`src/rtl/uart_tx_pkg.sv`:
```
// Shared encodings for the UART transmit frame sequencer: FSM states, line-select codes, parity types.
// Pure declarations; no logic, no latency.
package uart_tx_pkg;

  typedef enum logic [2:0] {
    IDLE   = 3'd0,
    START  = 3'd1,
    DATA   = 3'd2,
    PARITY = 3'd3,
    STOP   = 3'd4,
    STOP2  = 3'd5
  } state_t;

  typedef enum logic [1:0] {
    SEL_START = 2'd0,
    SEL_STOP  = 2'd1,
    SEL_DATA  = 2'd2,
    SEL_PAR   = 2'd3
  } sel_t;

  localparam logic PAR_EVEN = 1'b0;
  localparam logic PAR_ODD  = 1'b1;

endpackage

```
`src/rtl/uart_tx_parity.sv`:
```
// Combinational parity of the outgoing byte; par_typ selects even (0) or odd (1).
// Zero latency, no handshake.
module uart_tx_parity #(
  parameter int DATA_WIDTH = 8
) (
  input  logic [DATA_WIDTH-1:0] p_data,
  input  logic                  par_typ,
  output logic                  par_bit
);

  assign par_bit = (^p_data) ^ par_typ;

endmodule

```
`src/rtl/uart_tx_ctrl.sv`:
```
// UART TX frame sequencer: start/data/parity/stop muxing, serializer enable, busy, watchdog abort.
// Frame starts the cycle after Data_valid is taken in IDLE/STOP; UART_TX_TWO_STOP_EN adds a second stop bit.
module uart_tx_ctrl
  import uart_tx_pkg::*;
#(
  parameter int DATA_WIDTH = 8,
  parameter int WDOG_SLACK = 2
) (
  input  logic                  clk,
  input  logic                  rst,
  input  logic [DATA_WIDTH-1:0] P_Data,
  input  logic                  Data_valid,
  input  logic                  PAR_EN,
  input  logic                  PAR_TYP,
  input  logic                  ser_done,
  input  logic                  ser_data,
  output logic                  ser_en,
  output logic                  tx_out,
  output logic                  busy,
  output logic                  tx_err
);

  localparam int WDOG_W = $clog2(DATA_WIDTH + WDOG_SLACK) + 1;
  localparam logic [WDOG_W-1:0] WDOG_MAX = WDOG_W'(DATA_WIDTH + WDOG_SLACK - 1);

  state_t            state_q, state_d;
  sel_t              sel;
  logic              par_q, par_en_q;
  logic              tx_err_q;
  logic [WDOG_W-1:0] wdog_q;
  logic              accept, abort;
  logic              par_bit;

  uart_tx_parity #(
    .DATA_WIDTH(DATA_WIDTH)
  ) u_parity (
    .p_data (P_Data),
    .par_typ(PAR_TYP),
    .par_bit(par_bit)
  );

  always_ff @(posedge clk or posedge rst) begin
    if (rst) begin
      state_q  <= IDLE;
      par_q    <= 1'b0;
      par_en_q <= 1'b0;
      wdog_q   <= '0;
      tx_err_q <= 1'b0;
    end else begin
      state_q  <= state_d;
      tx_err_q <= abort;
      if (accept) begin
        par_q    <= par_bit;
        par_en_q <= PAR_EN;
      end
      if (state_q == START) begin
        wdog_q <= '0;
      end else if (state_q == DATA) begin
        wdog_q <= wdog_q + WDOG_W'(1);
      end
    end
  end

  // The last stop cycle is the only busy cycle that may take a new request.
  always_comb begin
    state_d = state_q;
    accept  = 1'b0;
    abort   = 1'b0;
    case (state_q)
      IDLE: begin
        if (Data_valid) begin
          state_d = START;
          accept  = 1'b1;
        end
      end
      START: state_d = DATA;
      DATA: begin
        if (ser_done) begin
          state_d = par_en_q ? PARITY : STOP;
        end else if (wdog_q == WDOG_MAX) begin
          state_d = STOP;
          abort   = 1'b1;
        end
      end
      PARITY: state_d = STOP;
`ifdef UART_TX_TWO_STOP_EN
      STOP: state_d = STOP2;
      STOP2: begin
        if (Data_valid) begin
          state_d = START;
          accept  = 1'b1;
        end else begin
          state_d = IDLE;
        end
      end
`else
      STOP: begin
        if (Data_valid) begin
          state_d = START;
          accept  = 1'b1;
        end else begin
          state_d = IDLE;
        end
      end
`endif
      default: state_d = IDLE;
    endcase
  end

  always_comb begin
    sel    = SEL_STOP;
    ser_en = 1'b0;
    busy   = 1'b0;
    case (state_q)
      START: begin
        sel  = SEL_START;
        busy = 1'b1;
      end
      DATA: begin
        sel    = SEL_DATA;
        ser_en = 1'b1;
        busy   = 1'b1;
      end
      PARITY: begin
        sel  = SEL_PAR;
        busy = 1'b1;
      end
      STOP: busy = 1'b1;
`ifdef UART_TX_TWO_STOP_EN
      STOP2: busy = 1'b1;
`endif
      default: begin
        sel    = SEL_STOP;
        ser_en = 1'b0;
        busy   = 1'b0;
      end
    endcase
  end

  always_comb begin
    tx_out = 1'b1;
    case (sel)
      SEL_START: tx_out = 1'b0;
      SEL_STOP:  tx_out = 1'b1;
      SEL_DATA:  tx_out = ser_data;
      SEL_PAR:   tx_out = par_q;
      default:   tx_out = 1'b1;
    endcase
  end

  assign tx_err = tx_err_q;

endmodule

```
`config.mk`:
```
export PLATFORM = sky130hd
export DESIGN_NAME = uart_tx_ctrl
export DESIGN_NICKNAME = d
export VERILOG_FILES = /design/src/rtl/uart_tx_pkg.sv /design/src/rtl/uart_tx_parity.sv /design/src/rtl/uart_tx_ctrl.sv
export SDC_FILE = /design/constraint.sdc
export NUM_CORES = 1
export LEC_CHECK = 0
export CAP_MARGIN = 40
export CELL_PAD_IN_SITES_DETAIL_PLACEMENT = 1
export CELL_PAD_IN_SITES_GLOBAL_PLACEMENT = 1
export CORE_MARGIN = 1.5
export CORE_UTILIZATION = 35
export CTS_BUF_LIST = sky130_fd_sc_hd__clkbuf_4 sky130_fd_sc_hd__clkbuf_8
export CTS_CLUSTER_DIAMETER = 60
export DETAILED_ROUTE_END_ITERATION = 7
export GPL_ROUTABILITY_DRIVEN = 1
export PLACE_DENSITY = 0.9
export SLEW_MARGIN = 20
export SYNTH_ARGS = -nofsm -noshare
export SYNTH_HDL_FRONTEND = slang
export SYNTH_SLANG_ARGS = --single-unit
```
`constraint.sdc`:
```
create_clock -name clk -period 1.6 [get_ports clk]
set_clock_uncertainty 0.05 [all_clocks]
set_input_delay 0.32 -clock clk [delete_from_list [all_inputs] [get_ports clk]]
set_output_delay 0.32 -clock clk [all_outputs]
set_load 0.02 [all_outputs]
```
==> run summary <==
Slew margin rel. -> 71.8%
First drt pass iteration count -> 4
Leak -> 0.463 nW
Via count -> 535
Final Critical Period -> 1.64 ns
Reg clk slew, reported paths -> 0.07 ns
Skew-Pair Late Insertion Delay -> 0.27 ns
Power density cells -> 1610 nW/µm²
Die Wd -> 44.9 µm
Worst EP required -> 1.23 ns
Top-level port count -> 19
Share of cells above drive strength 1 -> 25.3%
Synth Area per Inst -> 10.4 µm²
Worst Path Max Fanout -> 2
Logic gate share of total power -> 56.1%
Actual slew at the worst max-slew pin -> 0.422 ns
GRT Overall Usage -> 18.5%
Max clock buf depth -> 2
Post-Syn Instances -> 59
Switching power total -> 572 µW
Seq/Total Area, Yosys -> 44.9%
Routed WL -> 1560 µm
Initial Util -> 38.9%
Sink Count -> 11
HP Class -> primary input to asynchronous set/reset pin
Commonest non-fill, non-tap cell in the layout -> clkdlybuf4s50_1
Filler Cell Count -> 176
Seq pwr share -> 30.1%
Net Sw Frac -> 37.5%
Post-route insts no fill -> 107
FF/Latch Area -> 275 µm²
Post-DRT Antenna Nets -> 0
Ys Warns -> 0
Area of the mapped netlist -> 613 µm²
Die height -> 44.9 µm
CTS HTree Levels -> 1
WS Path Type -> flop to primary output
Pwr Total -> 1.52 mW
Peak Freq -> 610 MHz
CTS tree -> done
Vias/cell -> 5.00
CTS Hold Bufs -> 0
Startpoint Class -> flop
Clk root buf -> clkbuf_4
Area grow syn2layout -> 54.7%
Multi-input gate area -> 323 µm²
Violated checks -> negative setup slack
Routability Congestion -> 0.765
Final nets -> 109
Total grt overflow -> 0
Final Hold Viols -> 0
Syn nets -> 76
Flops & latches, synth -> 11
Setup crit end kind -> primary output
Netlist cell types -> 24
Clk pwr share -> 13.7%
Final worst path period share -> 102%
Initial antenna violation count -> 0
Outcome -> complete, but fails checks
Placed Instances -> 102
Vias in the first global route -> 533
CTS Buf Count -> 3
First DRT Iteration DRCs -> 9
RSZ-0062 raised after global routing -> true
Arr. time, crit path -> 1.27 ns
Global-route wire length before repair -> 2440 µm
Setup violators final -> 3
Hpwl dp -> 1220 µm
Placement Rows -> 14
Ant. Diodes -> 0
Maxcap violations -> 0
DR WL/cell -> 14.5 µm
Final max-slew violation count -> 0
Internal power -> 951 µW
IR drop worst, VDD -> 0.787 mV
Largest net degree at the start of global routing -> 12
Core box area -> 1580 µm²
Most frequent cells in the layout -> clkdlybuf4s50_1, dfrtp_1, buf_4, nor2_1
IO Port Bufs -> 18
DRC viols -> 0
Setup ws final -> -0.0395 ns
Overall die area -> 2010 µm²
sequential cells by signal (all words and copies together), names as in the netlist:
name / cells
wdog_q: 5
tx_err: 1
par_q: 1
state_q: 3
par_en_q: 1
stage by stage:
step / TNS (ns) / area, µm² / hold WS, ns / worst slack [ns] / utilization [%]
after floorplan: 0 / 613 / 0.122 / 0.174 / -
after global placement: -1.08 / 881 / 0.439 / -0.421 / 55.9
after detailed placement: -1.27 / 881 / 0.496 / -0.470 / 55.9
after CTS: -0.133 / 937 / 0.302 / -0.0487 / 59.4
after global routing: -0.267 / 948 / 0.309 / -0.0965 / 60.2
final: -0.0883 / 948 / 0.297 / -0.0395 / 60.2
power groups by stage:
stage	Clock, mW	Combinational [mW]	Sequential [mW]
floorplan	0	0.419	0.446
global placement	0	0.755	0.450
detailed placement	0	0.791	0.461
CTS	0.220	0.849	0.457
global route	0.236	0.929	0.474
finish	0.209	0.855	0.459
final cells by class:
class                      instances  area share (%)
timing repair buffer              29            29.2
multi-input combinational         42            34.0
sequential                        11            29.0
inverter                           5            2.51
tap                               16            2.11
clock buffer                       4            3.17
synthesized netlist by cell type:
library cell / instances / area, µm²
dfrtp_1: 11 / 275
nand2b_1: 1 / 6.26
and3_1: 1 / 6.26
nor3b_1: 2 / 15.0
nor2_1: 6 / 22.5
a221oi_1: 1 / 8.76
o21ai_0: 1 / 5.00
inv_1: 4 / 15.0
or3b_4: 1 / 11.3
mux2i_1: 1 / 10.0
a21oi_1: 2 / 10.0
xor2_1: 5 / 43.8
xnor2_1: 5 / 43.8
nand4b_1: 1 / 8.76
nand2_1: 5 / 18.8
nor4b_1: 1 / 8.76
o21ai_1: 2 / 10.0
xnor3_1: 1 / 22.5
nand4_1: 2 / 12.5
mux2_2: 1 / 11.3
buf_4: 1 / 7.51
ha_1: 2 / 25.0
clkinv_2: 1 / 5.00
a311o_1: 1 / 10.0
layer usage:
metal	wire length, µm	GRT usage (%)
met4	27	12.4
met5	0	0
met3	70	4.80
met1	656	20.6
met2	802	31.0
worst max-delay path: stages, from the launching register on:
cell      delay [ns]
dfrtp_1         0.39
or3b_4          0.43
clkinv_4        0.07
buf_6           0.10
repair_timing:
action,4_1_cts,5_1_grt
endpoints found under the setup margin,3,9
resized for setup,20,4
pin swaps,2,1
cloned,0,0
buffers inserted,2,0
cell families after synthesis:
kind of cell               after synthesis  synth area share, %
adders and majority gates                2                 4.08
buffers and inverters                    6                 4.49
AOI/OAI and AO/OA                        7                 7.14
muxes                                    2                 3.47
xor gates and xnor gates                11                 18.0
DFF                                     11                 44.9
and+or+nand+nor                         20                 18.0
path summary, 6_finish.rpt:
path / startpoint / end / slack (ns) / cells after the start
max in group asynchronous: rst / wdog_q[3] / 0.91 / 2
min in group clk: wdog_q[1] / wdog_q[1] / 0.50 / 2
max reg2reg: state_q[2] / wdog_q[4] / 0.12 / 6
min: rst / state_q[0] / 0.30 / 2
max: state_q[2] / ser_en / -0.04 / 3
min reg2reg: wdog_q[1] / wdog_q[1] / 0.50 / 2
Note: power is estimated with default switching activity, not from simulation.
